### src/rtl/spi2dac_ctrl.sv
// rtl/spi2dac_ctrl.sv - MCP4911 SPI DAC frame serialiser with LDAC strobe
// Optional macro SPI2DAC_PEND_EN adds a one-deep pending sample register;
// without it, a load that arrives while a frame is in progress is dropped.
module spi2dac_ctrl #(
  parameter int unsigned CLK_DIV  = 4,
  parameter logic [3:0]  CFG_BITS = 4'b0111
) (
  input  logic       sysclk,
  input  logic       reset,
  input  logic [9:0] data_in,
  input  logic       load,
  output logic       dac_cs,
  output logic       dac_sck,
  output logic       dac_sdi,
  output logic       dac_ld,
  output logic       busy,
  output logic       done,
  output logic       overrun
);

  typedef enum logic [2:0] {
    IDLE  = 3'd0,
    CS_SU = 3'd1,
    SHIFT = 3'd2,
    CS_HD = 3'd3,
    LDAC  = 3'd4
  } state_t;

  localparam logic [7:0] DIV_LAST = 8'(CLK_DIV - 1);

  state_t      state;
  logic [7:0]  div_cnt;
  logic        tick;
  logic [4:0]  bit_cnt;
  // Bits 14..0 of the frame word; bit 15 goes straight to dac_sdi at frame start.
  logic [14:0] shreg;

  logic        accept;
  logic        start_idle;
  logic        lost_load;
  logic [9:0]  start_data;

`ifdef SPI2DAC_PEND_EN
  logic [9:0]  pend_data;
  logic        pend_valid;
  logic        pend_take;

  // A pending sample is consumed when the FSM starts a frame from it this edge.
  assign pend_take  = pend_valid && ((state == IDLE) || ((state == LDAC) && tick));
  assign start_data = pend_valid ? pend_data : data_in;
  assign accept     = (state == IDLE) && !pend_valid && load && !done;
  assign start_idle = (state == IDLE) && (pend_valid || (load && !done));
`else
  assign start_data = data_in;
  assign accept     = (state == IDLE) && load && !done;
  assign start_idle = accept;
`endif

  // Any load not taken directly from IDLE counts as arriving while busy,
  // including one that coincides with the done pulse.
  assign lost_load = load && !accept;

  // Tick divider: held at zero in IDLE, free-running while a frame is active.
  always_ff @(posedge sysclk or posedge reset) begin
    if (reset) begin
      div_cnt <= 8'd0;
      tick    <= 1'b0;
    end else if (state == IDLE) begin
      div_cnt <= 8'd0;
      tick    <= 1'b0;
    end else if (div_cnt == DIV_LAST) begin
      div_cnt <= 8'd0;
      tick    <= 1'b1;
    end else begin
      div_cnt <= div_cnt + 8'd1;
      tick    <= 1'b0;
    end
  end

  // Frame sequencer: chip select setup, 16-bit shift, hold, LDAC pulse.
  always_ff @(posedge sysclk or posedge reset) begin
    if (reset) begin
      state      <= IDLE;
      dac_cs     <= 1'b1;
      dac_sck    <= 1'b0;
      dac_sdi    <= 1'b0;
      dac_ld     <= 1'b1;
      busy       <= 1'b0;
      done       <= 1'b0;
      overrun    <= 1'b0;
      bit_cnt    <= 5'd0;
      shreg      <= 15'd0;
`ifdef SPI2DAC_PEND_EN
      pend_data  <= 10'd0;
      pend_valid <= 1'b0;
`endif
    end else begin
      done    <= 1'b0;
      overrun <= 1'b0;
      case (state)
        IDLE: begin
          if (start_idle) begin
            state   <= CS_SU;
            busy    <= 1'b1;
            dac_cs  <= 1'b0;
            dac_sck <= 1'b0;
            dac_sdi <= CFG_BITS[3];
            shreg   <= {CFG_BITS[2:0], start_data, 2'b00};
`ifdef SPI2DAC_PEND_EN
            pend_valid <= 1'b0;
`endif
          end
        end
        CS_SU: begin
          if (tick) begin
            state   <= SHIFT;
            bit_cnt <= 5'd0;
          end
        end
        SHIFT: begin
          if (tick) begin
            bit_cnt <= bit_cnt + 5'd1;
            if (!bit_cnt[0]) begin
              dac_sck <= 1'b1;
            end else begin
              dac_sck <= 1'b0;
              if (bit_cnt == 5'd31) begin
                dac_sdi <= 1'b0;
                state   <= CS_HD;
              end else begin
                dac_sdi <= shreg[14];
                shreg   <= {shreg[13:0], 1'b0};
              end
            end
          end
        end
        CS_HD: begin
          if (tick) begin
            dac_cs <= 1'b1;
            dac_ld <= 1'b0;
            state  <= LDAC;
          end
        end
        LDAC: begin
          if (tick) begin
            dac_ld <= 1'b1;
            done   <= 1'b1;
`ifdef SPI2DAC_PEND_EN
            if (pend_valid) begin
              state      <= CS_SU;
              dac_cs     <= 1'b0;
              dac_sdi    <= CFG_BITS[3];
              shreg      <= {CFG_BITS[2:0], pend_data, 2'b00};
              pend_valid <= 1'b0;
            end else
`endif
            begin
              state <= IDLE;
              busy  <= 1'b0;
            end
          end
        end
        default: state <= IDLE;
      endcase

`ifdef SPI2DAC_PEND_EN
      // Park a late sample; overwriting an unconsumed one loses it.
      if (lost_load) begin
        pend_data  <= data_in;
        pend_valid <= 1'b1;
        busy       <= 1'b1;
        if (pend_valid && !pend_take) overrun <= 1'b1;
      end
`else
      if (lost_load) overrun <= 1'b1;
`endif
    end
  end

endmodule

### config.mk
export PLATFORM = sky130hd
export DESIGN_NAME = spi2dac_ctrl
export DESIGN_NICKNAME = d
export VERILOG_FILES = /design/src/rtl/spi2dac_ctrl.sv
export SDC_FILE = /design/constraint.sdc
export NUM_CORES = 1
export LEC_CHECK = 0
export ABC_CLOCK_PERIOD_IN_PS = 2500
export CAP_MARGIN = 30
export CORE_MARGIN = 3
export CORE_UTILIZATION = 45
export CTS_CLUSTER_DIAMETER = 50
export DETAILED_ROUTE_END_ITERATION = 10
export PLACE_DENSITY = 0.65
export SLEW_MARGIN = 20
export SYNTH_ARGS = -nofsm -noshare
export SYNTH_HDL_FRONTEND = slang
export SYNTH_SLANG_ARGS = --single-unit
### constraint.sdc
create_clock -name sysclk -period 2.5 [get_ports sysclk]
set_clock_uncertainty 0.1 [all_clocks]
set_input_delay 0.375 -clock sysclk [delete_from_list [all_inputs] [get_ports sysclk]]
set_output_delay 0.375 -clock sysclk [all_outputs]
set_load 0.02 [all_outputs]
==> key figures <==
Drt
  – DRT Wirelength: 3550 microns
  – Vias/cell: 5.44
  – Per-cell routed wire length: 14.7 microns
  – Total iterations of the first detailed-routing run: 4
  – Via count: 1317
  – Antenna-violating nets left: 0
  – DRT iter0 DRCs: 75
  – # DRC: 0

Logic synthesis
  – Seq/Total Area, Yosys: 49.1%
  – Top cell type's share of synthesized area: 46.3%
  – Synth Warn #: 0
  – Avg Cell Area, Syn: 11.2 sq um
  – Register bit total from synthesis: 37
  – Post-synthesis cell count: 169
  – Mapped Area: 1890 sq um
  – Synth cell types: 46
  – Post-synth EDFFs: 0
  – Ys flop type: dfrtp_1
  – Synth top area cells: dfrtp_1 46%, mux2_2 7.7%, mux2_4 4.8%
  – Async S/R FF share, synth: 100%
  – Syn nets: 185
  – Synth area leader: dfrtp_1

Placed design
  – Dpl hpwl: 2590 microns
  – Post-Place Cells: 234
  – Pre-CTS setup slack: 0.107 ns
  – PortBufs: 19
  – GP Congestion: 0.714

Clocking
  – Buffer count from post-CTS setup fixing: 0
  – Clk slew on worst S/H paths: 0.07 ns
  – CTS tree: built
  – CTS Buffer Depth: 2
  – Post-CTS Hold Fix Bufs: 0
  – CTS HTree Levels: 2
  – Resized cells post-CTS: 0
  – CTS sink cnt: 37
  – CTS Root Cell: clkbuf_8
  – Clk_lat worst skew: 0.29 ns
  – CTS Buf Count: 5

Floorplan
  – Die area: 5010 sq um
  – Rows: 22
  – Die Span Y: 70.8 microns
  – Core Region: 3850 sq um
  – Initial Utilization: 49.1%
  – Die Width: 70.8 microns
  – I/O pin count: 20

Worst setup path
  – CP required: 2.58 ns
  – Crit Path Class: register to register
  – CP Data Arrival Time: 2.31 ns
  – CP Capture Type: register
  – Startpoint types: register
  – CP Max Fanout: 13
  – R2R depth: 7

STA
  – Worst slew pin tran: 0.515 ns
  – Slew HR: 65.4%
  – Setup ws final: 0.270 ns
  – Minimum clock period: 2.23 ns
  – # setup viols final: 0
  – Max-slew violations: 0
  – Period utilisation layout: 89.2%
  – Final hold violation count: 0
  – Hold slack: 0.387 ns
  – Fmax: 449 MHz
  – RSZ-0062 raised after global routing: no
  – Setup TNS: 0 ns

Cells and area
  – Count of non-filler cells in the finished layout: 242
  – P&R area growth vs syn: 20.3%
  – Layout cells sized above 1: 22.2%
  – ANT cells: 0
  – # nets final: 209

GRT
  – Tot GR Track Use: 15.4%
  – Largest net degree at the start of global routing: 38
  – Vias in the first global route: 1342
  – Initial antenna violation count: 0
  – GR Overflow Total: 0
  – First-pass GRT wire length: 6170 microns

Pwr
  – Pleak: 0.975 nW
  – PD cells: 521 nW/um^2
  – VDD IR max: 0.000383 V

Worst hold path
  – Worst Hold Class: input pin to async pin

Run status
  – Status: finished, final reports clean

Job
  – Max-Cap Viols: 0
[worst paths after layout]
path	start	end	slack [ns]
hold reg to reg	shreg[10]	shreg[10]	0.41
setup reg to reg	bit_cnt[1]	shreg[11]	0.27
min in group sysclk	shreg[10]	shreg[10]	0.41
hold / removal	reset	div_cnt[1]	0.39
max in group asynchronous	reset	dac_cs	1.56
setup / recovery	bit_cnt[1]	shreg[11]	0.27
[report_power, final]
group / total (mW) / internal [mW] / switching [mW]
Clock: 0.524 / 0.325 / 0.199
Sequential: 0.611 / 0.607 / 0.00441
Combinational: 0.0507 / 0.0312 / 0.0195
Total: 1.19 / 0.963 / 0.223
[cells by family after synthesis]
logic type / count (synthesis) / share of synthesized area (%)
AND/OR/NAND/NOR: 50 / 14.7
adder cells (fa/ha/maj): 3 / 1.99
multiplexers: 19 / 12.5
flip-flops: 37 / 49.1
buffers and inverters: 15 / 3.71
AO/OA/AOI/OAI: 41 / 16.1
XOR/XNOR: 4 / 1.85
[critical path: stages, from the launching register on]
cell	delay (ns)
dfrtp_1	0.43
ha_1	0.23
and3_1	0.15
ha_1	0.21
nand2b_1	0.19
a221oi_4	0.27
buf_12	0.19
mux2_2	0.34
[flip-flops by register name (all words and copies together) (netlist names), 3 cells and up]
name and flops:
state 3, div_cnt 8, shreg 13, bit_cnt 5
[cell type report]
class                      instances  area (sq um)
sequential                        37           928
timing repair buffer              26           255
inverter                           6          22.5
multi-input combinational        117           892
clock buffer                       7          86.3
tap                               48          60.1
fill                             332          1580
clock inverter                     1          30.0
[metrics by stage]
| step | util, % | cell area, sq um | total power, mW |
|---|---|---|---|
| after global routing | 59.0 | 2270 | 1.24 |
| after global placement | 56.0 | 2160 | 0.673 |
| final | 59.0 | 2270 | 1.19 |
| after floorplan | - | 1890 | 0.645 |
| after CTS | 59.0 | 2270 | 1.21 |
| after detailed placement | 56.0 | 2160 | 0.675 |
[metal layers]
layer  global-route usage [%]  routed length [microns]  part of all wire [%]  vias up
met3                     3.98                       91                   2.6        6
met5                        0                        0                     0        -
met2                     23.9                     1760                    49       14
met4                     6.26                       63                   1.8        0
met1                     20.4                     1640                    46      641
li1                         -                        -                     -      656
[cells in the mapped netlist (2+ instances only)]
library cell	count
dfrtp_1	35
inv_1	6
o2bb2ai_1	3
ha_1	3
dfstp_2	2
o22a_2	3
nor2b_1	3
o21ai_0	12
xnor2_1	2
nand2b_1	7
mux2_4	6
a22o_1	2
nor2_1	8
and3_1	2
clkbuf_1	5
nor3_1	2
buf_2	2
nand3_1	6
mux2_2	13
a21oi_1	7
or3_1	5
a2bb2oi_1	2
nand2_1	9
xor2_1	2
[layout by cell type, fill, tap and decap left out, drive strengths merged, types with 3 or more instances in the layout]
cell            n
nand2           9
a21oi           7
o21ai          13
ha              3
buf             7
o22a            3
nor2            8
or3             5
nor2b           3
mux2           19
o2bb2ai         3
clkbuf          7
clkdlybuf4s50  19
dfrtp          35
inv             6
nand3           6
nand2b          7
Note: power is estimated with default switching activity, not from simulation.
